**src/rtl/prog_loader.sv**
```systemverilog
`default_nettype none
// ============================================================================
// Module   : prog_loader
// Brief    : Byte-stream instruction-memory loader; holds the CPU in reset
//            until a count/words/checksum stream has been written and verified.
// Revision : 1.0 - initial release
// ============================================================================
module prog_loader #(
    parameter int ADDR_W = 3,
    parameter int DATA_W = 16
) (
    input  logic              CLK,
    input  logic              RESET,
    input  logic              start,
    input  logic [7:0]        in_data,
    input  logic              in_valid,
    output logic              in_ready,
    output logic              im_we,
    output logic [ADDR_W-1:0] im_addr,
    output logic [DATA_W-1:0] im_wdata,
    output logic              cpu_reset,
    output logic              busy,
    output logic              done,
    output logic              error
);

    localparam int         c_IDX_W = ADDR_W + 1;
    localparam logic [8:0] c_MAX_N = 9'(2 ** ADDR_W);

    typedef enum logic [2:0] {
        S_IDLE    = 3'd0,
        S_GET_CNT = 3'd1,
        S_GET_HI  = 3'd2,
        S_GET_LO  = 3'd3,
        S_WRITE   = 3'd4,
        S_GET_SUM = 3'd5,
        S_DONE    = 3'd6,
        S_ERR     = 3'd7
    } state_t;

    state_t              r_state;
    state_t              w_nxt;
    logic                r_in_ready;
    logic                r_we;
    logic [ADDR_W-1:0]   r_addr;
    logic [DATA_W-1:0]   r_wdata;
    logic                r_cpu_reset;
    logic                r_busy;
    logic                r_done;
    logic                r_error;
    logic [c_IDX_W-1:0]  r_cnt;
    logic [c_IDX_W-1:0]  r_idx;
    logic [7:0]          r_sum;
    logic [7:0]          r_hi;
    logic                w_take;
    logic                w_restart;
    logic                w_nxt_rx;

    assign w_take    = in_valid & r_in_ready;
    assign w_restart = start & ((r_state == S_IDLE) | (r_state == S_DONE) | (r_state == S_ERR));
    assign w_nxt_rx  = (w_nxt == S_GET_CNT) | (w_nxt == S_GET_HI) |
                       (w_nxt == S_GET_LO)  | (w_nxt == S_GET_SUM);

    always_ff @(posedge CLK) begin
        if (RESET) begin
            r_state <= S_IDLE;
        end else begin
            r_state <= w_nxt;
        end
    end

    always_comb begin
        w_nxt = r_state;
        case (r_state)
            S_IDLE, S_DONE, S_ERR: begin
                if (start) w_nxt = S_GET_CNT;
            end
            S_GET_CNT: begin
                if (w_take) begin
                    if ((in_data == 8'd0) || ({1'b0, in_data} > c_MAX_N)) w_nxt = S_ERR;
                    else                                                   w_nxt = S_GET_HI;
                end
            end
            S_GET_HI: begin
                if (w_take) w_nxt = S_GET_LO;
            end
            S_GET_LO: begin
                if (w_take) w_nxt = S_WRITE;
            end
            // Index was already advanced on the low-byte edge
            S_WRITE: begin
                w_nxt = (r_idx < r_cnt) ? S_GET_HI : S_GET_SUM;
            end
            S_GET_SUM: begin
                if (w_take) w_nxt = (in_data == r_sum) ? S_DONE : S_ERR;
            end
            default: w_nxt = S_IDLE;
        endcase
    end

    always_ff @(posedge CLK) begin
        if (RESET) begin
            r_in_ready  <= 1'b0;
            r_we        <= 1'b0;
            r_addr      <= '0;
            r_wdata     <= '0;
            r_cpu_reset <= 1'b1;
            r_busy      <= 1'b0;
            r_done      <= 1'b0;
            r_error     <= 1'b0;
            r_cnt       <= '0;
            r_idx       <= '0;
            r_sum       <= '0;
            r_hi        <= '0;
        end else begin
            r_we        <= 1'b0;
            r_in_ready  <= w_nxt_rx;
            r_busy      <= w_nxt_rx | (w_nxt == S_WRITE);
            r_done      <= (w_nxt == S_DONE);
            r_error     <= (w_nxt == S_ERR);
            r_cpu_reset <= (w_nxt != S_DONE);

            if (w_restart) begin
                r_idx <= '0;
                r_sum <= '0;
            end

            if (w_take) begin
                case (r_state)
                    S_GET_CNT: r_cnt <= c_IDX_W'(in_data);
                    S_GET_HI: begin
                        r_hi  <= in_data;
                        r_sum <= r_sum + in_data;
                    end
                    S_GET_LO: begin
                        r_we    <= 1'b1;
                        r_addr  <= r_idx[ADDR_W-1:0];
                        r_wdata <= DATA_W'({r_hi, in_data});
                        r_idx   <= r_idx + 1'b1;
                        r_sum   <= r_sum + in_data;
                    end
                    default: ;
                endcase
            end
        end
    end

    assign in_ready  = r_in_ready;
    assign im_we     = r_we;
    assign im_addr   = r_addr;
    assign im_wdata  = r_wdata;
    assign cpu_reset = r_cpu_reset;
    assign busy      = r_busy;
    assign done      = r_done;
    assign error     = r_error;

endmodule
`default_nettype wire

```
**config.mk**
```make
export PLATFORM = sky130hd
export DESIGN_NAME = prog_loader
export DESIGN_NICKNAME = d
export VERILOG_FILES = /design/src/rtl/prog_loader.sv
export SDC_FILE = /design/constraint.sdc
export NUM_CORES = 1
export LEC_CHECK = 0
export ABC_AREA = 1
export CELL_PAD_IN_SITES_DETAIL_PLACEMENT = 1
export CELL_PAD_IN_SITES_GLOBAL_PLACEMENT = 1
export CORE_UTILIZATION = 42
export DETAILED_ROUTE_END_ITERATION = 12
export GPL_TIMING_DRIVEN = 0
export PLACE_DENSITY = 0.91
export SLEW_MARGIN = 30
export SYNTH_ARGS = -nofsm -noshare
export SYNTH_HDL_FRONTEND = slang
export SYNTH_SLANG_ARGS = --single-unit
```
**constraint.sdc**
```tcl
create_clock -name CLK -period 3.3 [get_ports CLK]
set_input_delay 0.66 -clock CLK [delete_from_list [all_inputs] [get_ports CLK]]
set_output_delay 0.66 -clock CLK [all_outputs]
set_load 0.03 [all_outputs]
```
# Yosys cells after proc, flatten, opt, wreduce, memory -nomap -nowiden
# Index checks and enable logic that the tools add are counted.
# word_totals
ff_bits,52
inputBits,12
out_inout_bits,25
word_cells,67
# op_classes
add_sub_neg,2
order_cmp,2
n_eq_ne,16
muxes,16
n_bitwise,9
reduce_logical,9
# ops
op,count
3-bit == test (second input constant),8
8-bit 2-to-1 mux,3
3-bit 2-to-1 mux,7
3-bit one-hot mux with 6 select lines,1
3-bit by 2-bit == test with 1-bit output (second input constant),4
4-bit 2-to-1 mux,3
8-bit adder,1
8-bit == test,1
8-bit by 4-bit > comparator with 1-bit output (second input constant),1
8-bit logical NOT,1
3-bit by 1-bit == test with 1-bit output (second input constant),2
1-bit OR,6
2-bit AND reduction,3
4-bit by 1-bit adder with 4-bit output (second input constant),1
4-bit < comparator,1
2-bit OR reduction,2
3-bit logical NOT,1
3-bit inequality test (second input constant),1
3-bit OR reduction,1
1-bit AND,2
1-bit 2-to-1 mux,2
1-bit logical OR,1
1-bit NOT,1

# Logic depth before layout (Yosys ltp)
# Gate-level depths: netlist of run 1.
# logic_depth
depth_word,10
mapped_depth,13
depth_no_buf,13

# Worst setup path after synthesis of run 1
# No wires, ideal clock.
# synth_path
kind,input port to flip-flop
start,in in_data[0]
end,reg r_sum[6]
setup_ns,0.115
arrival_ns,1.946
required_time_ns,3.185
slack_ns,1.238
stages,11
n_path_buf,0
cell_sequence,ha_1 > inv_1 > fa_1 > nand3b_1 > nand2_1 > nand2_1 > nand2_1 > a21oi_1 > and2_1 > o21ai_0 > inv_1
# synth_between
elab_chain_len,3
# synth_lines
item,line_no,rtl
start: declaration,15,"input logic [7:0] in_data,"
8-bit adder,"133, 140",
8-bit 2-to-1 mux,-,
8-bit 2-to-1 mux,128,if (w_take) begin
end signal: assignment,133,r_sum <= r_sum + in_data;
end signal: assignment,140,r_sum <= r_sum + in_data;
end: declaration,53,logic [7:0] r_sum;
# Every way passes these cells.
# A chain may end at the register's enable or synchronous reset.

# Final worst setup path of run 1
# Ends and elaborated chain as after synthesis.

==> reports/results.tsv, run 1 <==
stage	metric	value	unit
power	Net Switching	0.782	mW
min_path	hold-critical path depth	2	
global_route	GR Util All Layers	23.4	%
routing	DR vias	2390	
routing	# DRC	0	
worst_setup_path	CP endpoint kind	flip-flop	
timing	Worst Max-Slew Pin Slew	0.410	ns
clock_tree	Clock Path Buffers	2	
clock_tree	Root Buffer Master	clkbuf_8	
finish	most common cell after layout, fill and taps aside	dfxtp_1	
routing	DR pass1 iterations	4	
run	Max-cap violations	0	
finish	fin area	0.00301	mm²
clock_tree	H-tree levels	2	
clock_tree	clock latency on the worst-skew pair	0.32	ns
die	Row Count	27	
worst_setup_path	Setup CP Type	in -> reg	
die	die width	78.6	µm
power	Sw Ratio	41.4	%
power	Pleak	1.29	nW
synthesis	mapped cell area	0.00246	mm²
timing	RSZ-0062 raised after global routing	no	
worst_setup_path	WP data arrival	2.81	ns
synthesis	synth unique cells	34	
global_route	Remaining Overflow, GRT	0	
finish	layout cells sized above 1	8.47	%
timing	Setup Viol. Count Final	0	
global_route	first-pass GRT wire length	11300	µm
worst_setup_path	WP buf/inv	3	
synthesis	post-synthesis mux area share	0	%
placed_design	HPWL Detailed	5140	µm
die	Starting Density	44.2	%
worst_setup_path	Critical Path RT	3.52	ns
timing	fmax	386	MHz
worst_setup_path	startpoint type of the worst setup path	input pin	
power	combinational power share	40.2	%
clock_tree	Post-CTS Setup Bufs	0	
clock_tree	hold_buf cts	0	
finish	Antenna Cells	0	
synthesis	Synth Area in Compound Gates	17.6	%
die	Die Footprint	0.00617	mm²
synthesis	synth warn	0	
die	core area	0.00557	mm²
worst_setup_path	critical path peak fanout	5	
timing	Final Skew	0.0153	ns
worst_setup_path	crit-path cells	clkdlybuf4s50_1, ha_1, inv_1, fa_1, nand3b_1, nand2_1, nand2_1, nand2_1, a21oi_1, and2_1, o21ai_0, inv_1	
synthesis	post-synthesis xor/xnor area fraction	0.712	%
placed_design	Area after DPL	0.00291	mm²
routing	post-route ant nets	0	
clock_tree	Num Clock Sinks	52	
timing	final worst path period need	2.59	ns
clock_tree	CTS tree	done	
timing	Final Slew Violations	0	
timing	final worst-path cycle share	78.4	%
clock_tree	clock buffer count from CTS	5	
global_route	number of global-route vias before repair	2428	
global_route	initial antenna violation count	0	
die	Die H	78.6	µm
routing	Vias per Instance	5.31	
synthesis	Synth Net Count	358	
clock_tree	CTS clk-pin slew, worst paths	0.10	ns
timing	TNS Setup	0	ns
run_status	status	finished clean	
synthesis	simple-gate share of the synthesized area	25.0	%
die	# IOs	37	
worst_setup_path	Top cell by count, worst path	nand2_1	
clock_tree	post-cts sizing count	0	
worst_setup_path	CP peak stage delay	0.61	ns
worst_setup_path	delay-heaviest family, CP	buffers and inverters	
power	Clock Power Share	20.4	%
routing	DRT iter0 DRCs	111	
timing	Final Hold Viols	0	
placed_design	pre-CTS setup slack	0.394	ns
synthesis	sequential fraction of the synthesis area	42.3	%
synthesis	Mapped Avg Cell Area	7.37	µm²
synthesis	combinational family with the most area after synthesis	simple AND/OR/NAND/NOR gates	
routing	DRT Wirelength	6870	µm
synthesis	Synth Area in Adders	6.41	%
power	Peak VDD IR	384	µV
worst_setup_path	cell count along the critical path	12	
timing	worst setup margin	0.712	ns
placed_design	I/O Buffers	36	
power	Cell Pwr Density	628	mW/mm²
power	Cell Int Power	1.10	mW
synthesis	Post-Synthesis Cells	334	
power	Seq pwr share	39.4	%
worst_setup_path	critical path's slowest cell	clkdlybuf4s50_1	
min_path	Hold Path Class	reg -> reg	
finish	Nets	401	
global_route	largest net degree at the start of global routing	19	
finish	most frequent cells in the layout	dfxtp_1 (52), nor2_1 (51), nand2_1 (47)	
finish	Area Growth Syn to Fin	22.1	%
worst_setup_path	worst r2r path cells	11	
routing	Wirelength per Cell	15.3	µm
timing	Hold WS	0.482	ns
timing	worst rel slew slack	72.7	%
placed_design	placer congestion estimate	0.866	
synthesis	#FFs+latches synth	52	
==> flip-flops by register name, indices dropped and copies added, names as in the netlist <==
register	flops
r_idx	4
im_wdata	16
r_sum	8
r_state	3
done	1
busy	1
im_we	1
error	1
im_addr	3
cpu_reset	1
r_hi	8
r_cnt	4
in_ready	1
==> synth_stat cells <==
cell	instances	share of area (%)
nand3b_1	1	0.31
nand2_1	47	7.2
xnor2_1	2	0.71
inv_1	31	4.7
clkinv_1	2	0.31
clkinv_2	1	0.20
nand4_1	3	0.76
nand3_2	1	0.41
buf_6	1	0.46
o211ai_1	1	0.31
nor2_2	2	0.51
dfxtp_1	52	42
nand3_1	19	3.9
o22ai_1	1	0.25
fa_1	1	0.81
inv_2	5	0.76
a21oi_1	35	7.1
clkbuf_1	4	0.61
buf_4	1	0.31
o21ai_1	2	0.41
nor3_1	1	0.20
nand2_2	4	1.0
a21o_1	1	0.31
a211oi_1	1	0.31
nor2_1	51	7.8
o21ai_0	41	8.3
buf_2	3	0.61
nor2_4	3	1.4
nor3_2	1	0.41
a311oi_1	1	0.36
nand2_4	2	0.92
and2_1	1	0.25
a31oi_1	1	0.25
ha_1	11	5.6
==> final cells by class <==
class,instances,area (µm²)
multi-input cells,234,1220
inverters,39,148
flip-flops and latches,52,1040
clock buffers,5,68.8
fillers,715,2570
clock inverters,3,25.0
well taps,72,90.1
plain buffers,9,48.8
repair buffers,36,360
==> per-layer routing <==
layer	up-vias	share of wire [%]	track usage [%]	wire length [µm]
met5	-	0	0	0
met4	0	1.4	6.67	99
met2	46	51	43.7	3500
li1	1184	-	-	-
met1	1148	44	27.2	3030
met3	12	3.5	3.60	239
==> kinds of logic (layout without fill, tap and decap cells) <==
| group | count (synthesis) | after routing |
|---|---|---|
| adder cells (fa/ha/maj) | 12 | 12 |
| AO/OA/AOI/OAI | 84 | 84 |
| buffers and inverters | 48 | 92 |
| XOR/XNOR | 2 | 2 |
| flip-flops | 52 | 52 |
| AND/OR/NAND/NOR | 136 | 136 |
==> worst paths after layout <==
check / from / endpoint / slack (ns)
setup / recovery: in_data[0] / r_sum[6] / 0.71
hold / removal: r_cnt[3] / r_cnt[3] / 0.48
setup reg to reg: r_sum[0] / r_sum[6] / 1.35
hold reg to reg: r_cnt[3] / r_cnt[3] / 0.48
==> through the flow <==
stage                     power [mW]  util [%]  instances
after detailed placement        1.51      52.2        442
after global routing            2.00      53.9        450
after global placement          1.46      52.2        442
final                           1.89      53.9        450
after floorplan                 1.28         -        334
after CTS                       1.90      53.9        450
==> worst min-delay path, delay by kind of cell (launching register included) <==
| kind | cells | cell delay, ns |
|---|---|---|
| AO/OA/AOI/OAI | 1 | 0.06 |
| flip-flops | 1 | 0.31 |
| buffers and inverters | 1 | 0.07 |
==> power by group through the flow <==
stage               Clock, mW  Sequential (mW)  Combinational [mW]
finish                  0.384            0.744               0.758
global route            0.422            0.753               0.830
CTS                     0.395            0.744               0.758
detailed placement          0            0.758               0.748
global placement            0            0.752               0.710
floorplan                   0            0.808               0.473
Note: power is estimated with default switching activity, not from simulation.
==> run 2, diff against run 1 <==
--- a/config.mk
+++ b/config.mk
@@ -8,10 +8,10 @@
 export ABC_AREA = 1
 export CELL_PAD_IN_SITES_DETAIL_PLACEMENT = 1
 export CELL_PAD_IN_SITES_GLOBAL_PLACEMENT = 1
-export CORE_UTILIZATION = 42
+export CORE_UTILIZATION = 39
 export DETAILED_ROUTE_END_ITERATION = 12
 export GPL_TIMING_DRIVEN = 0
-export PLACE_DENSITY = 0.91
+export PLACE_DENSITY = 0.85
 export SLEW_MARGIN = 30
 export SYNTH_ARGS = -nofsm -noshare
 export SYNTH_HDL_FRONTEND = slang
==> constraint.sdc (replaced) <==
create_clock -name CLK -period 2.6 [get_ports CLK]
set_input_delay 0.52 -clock CLK [delete_from_list [all_inputs] [get_ports CLK]]
set_output_delay 0.52 -clock CLK [all_outputs]
set_load 0.03 [all_outputs]
==> run 2 against run 1 <==
Net effect:
- critical endpoint is now in_ready
- combinational power increased by 27%
- via count increased by 0.13%
- critical path depth decreased by 2
- flip-flop and latch count unchanged
==> reports/results.tsv, run 2 (synthesis gave the netlist of run 1 again) <==
stage	metric	value	unit
routing	DR vias	2393	
timing	worst setup margin	0.215	ns
finish	multi-input logic area	0.00122	mm²
timing	Final Skew	0.00718	ns
power	Cell Pwr Density	812	mW/mm²
clock_tree	Root Buffer Master	clkbuf_8	
clock_tree	CTS tree	done	
die	Starting Density	41.1	%
die	Die H	81.4	µm
finish	most common cell after layout, fill and taps aside	dfxtp_1	
die	die width	81.4	µm
clock_tree	H-tree levels	2	
routing	Vias per Instance	5.28	
finish	final-layout fill cell count	756	
routing	DRT Wirelength	6840	µm
clock_tree	clock buffer count from CTS	5	
global_route	Remaining Overflow, GRT	0	
finish	layout cells sized above 1	8.20	%
min_path	Hold Path Class	reg -> reg	
timing	Setup Viol. Count Final	0	
global_route	first-pass GRT wire length	11000	µm
die	Die Footprint	0.00663	mm²
worst_setup_path	startpoint type of the worst setup path	input pin	
routing	DR pass1 iterations	4	
global_route	number of global-route vias before repair	2316	
finish	most frequent cells in the layout	dfxtp_1 (52), nor2_1 (51), nand2_1 (47)	
global_route	initial antenna violation count	0	
routing	DRT iter0 DRCs	81	
die	# IOs	37	
finish	max reg flops	16	
power	Peak VDD IR	479	µV
finish	Nets	401	
timing	fmax	419	MHz
finish	register area	0.00104	mm²
worst_setup_path	Critical Path RT	2.79	ns
clock_tree	hold_buf cts	0	
timing	RSZ-0062 raised after global routing	no	
run_status	status	finished clean	
placed_design	HPWL Detailed	5190	µm
clock_tree	Clock Path Buffers	2	
timing	TNS Setup	0	ns
finish	Final Core Density	50.5	%
clock_tree	clock latency on the worst-skew pair	0.31	ns
worst_setup_path	CP endpoint kind	flip-flop	
worst_setup_path	Setup CP Type	in -> reg	
power	Pleak	1.31	nW
timing	final worst path period need	2.38	ns
routing	post-route ant nets	0	
timing	worst rel slew slack	71.2	%
die	Row Count	28	
placed_design	I/O Buffers	36	
worst_setup_path	critical path peak fanout	6	
timing	Final Slew Violations	0	
placed_design	placed insts	445	
global_route	GR Util All Layers	22.3	%
finish	Antenna Cells	0	
timing	final worst-path cycle share	91.7	%
clock_tree	CTS clk-pin slew, worst paths	0.09	ns
global_route	largest net degree at the start of global routing	16	
clock_tree	Num Clock Sinks	52	
die	core area	0.00599	mm²
timing	Worst Max-Slew Pin Slew	0.431	ns
placed_design	placer congestion estimate	0.831	
routing	# DRC	0	
timing	Final Hold Viols	0	
worst_setup_path	WP data arrival	2.57	ns
power	Power Total	2.46	mW
finish	Final Non-Filler Cells	453	
finish	Area Growth Syn to Fin	22.9	%
placed_design	pre-CTS setup slack	-0.193	ns
routing	Wirelength per Cell	15.1	µm
run	Max-cap violations	0	
==> run 2: cell types whose count changed in the layout (fill, tap and decap cells not counted) <==
| cell | delta |
|---|---|
| clkinv_2 | +1 |
| clkinvlp_4 | -1 |
| inv_6 | -2 |
| clkdlybuf4s50_1 | -1 |
| dlymetal6s2s_1 | +1 |
| bufinv_16 | +1 |
| clkbuf_1 | +1 |
==> run 2: area by class of cell <==
type,instances,area share (%)
plain buffers,9,1.61
clock buffers,6,2.40
clock inverters,2,1.16
inverters,39,4.88
multi-input cells,234,40.4
flip-flops and latches,52,34.4
well taps,75,3.10
repair buffers,36,12.0
==> run 2: critical path, cell delays in order <==
cell	delay [ns]
clkdlybuf4s50_1	0.57
ha_1	0.45
nor2_1	0.13
nand2_1	0.06
nor2_1	0.09
nand2_1	0.07
a21oi_1	0.18
nand4_1	0.19
nand2_1	0.19
a21oi_1	0.11
==> run 2: power by group <==
group	switching [mW]	internal [mW]	total (mW)
sequential	0.0551	0.887	0.942
combinational	0.647	0.318	0.964
clock	0.263	0.286	0.549
==> run 2: layer usage <==
layer,part of all wire [%],up-vias,GRT usage [%],wire [µm]
met2,51,36,40.7,3510
met5,0,-,0,0
met4,1.1,0,6.96,74
met1,45,1162,26.9,3090
li1,-,1187,-,-
met3,2.3,8,3.00,159
==> run 2: worst paths after layout <==
check / from / endpoint / slack, ns / cells past startpoint
setup / recovery: in_data[3] / in_ready / 0.22 / 10
hold / removal: r_cnt[3] / r_cnt[3] / 0.48 / 2
setup reg to reg: r_sum[0] / r_sum[6] / 0.69 / 11
hold reg to reg: r_cnt[3] / r_cnt[3] / 0.48 / 2
==> run 2: repair_timing <==
action | CTS | global route
gates resized for setup | 0 | 1
endpoints found under the setup margin | 0 | 1
setup buffers | 0 | 0
==> run 2: metrics by stage <==
step	area (µm²)	hold WS, ns
5_1_grt	3030	0.516
3_5_place_dp	2920	0.462
3_3_place_gp	2920	0.451
6_report	3030	0.477
4_1_cts	3020	0.477
2_1_floorplan	2460	0.435
==> run 3, diff against run 2 <==
--- a/config.mk
+++ b/config.mk
@@ -11,6 +11,7 @@
 export CORE_UTILIZATION = 39
 export DETAILED_ROUTE_END_ITERATION = 12
 export GPL_TIMING_DRIVEN = 0
+export HOLD_SLACK_MARGIN = 0.08
 export PLACE_DENSITY = 0.85
 export SLEW_MARGIN = 30
 export SYNTH_ARGS = -nofsm -noshare
==> results of run 3 <==
No change in the layout: final DEF, timing and power equal those of run 2.
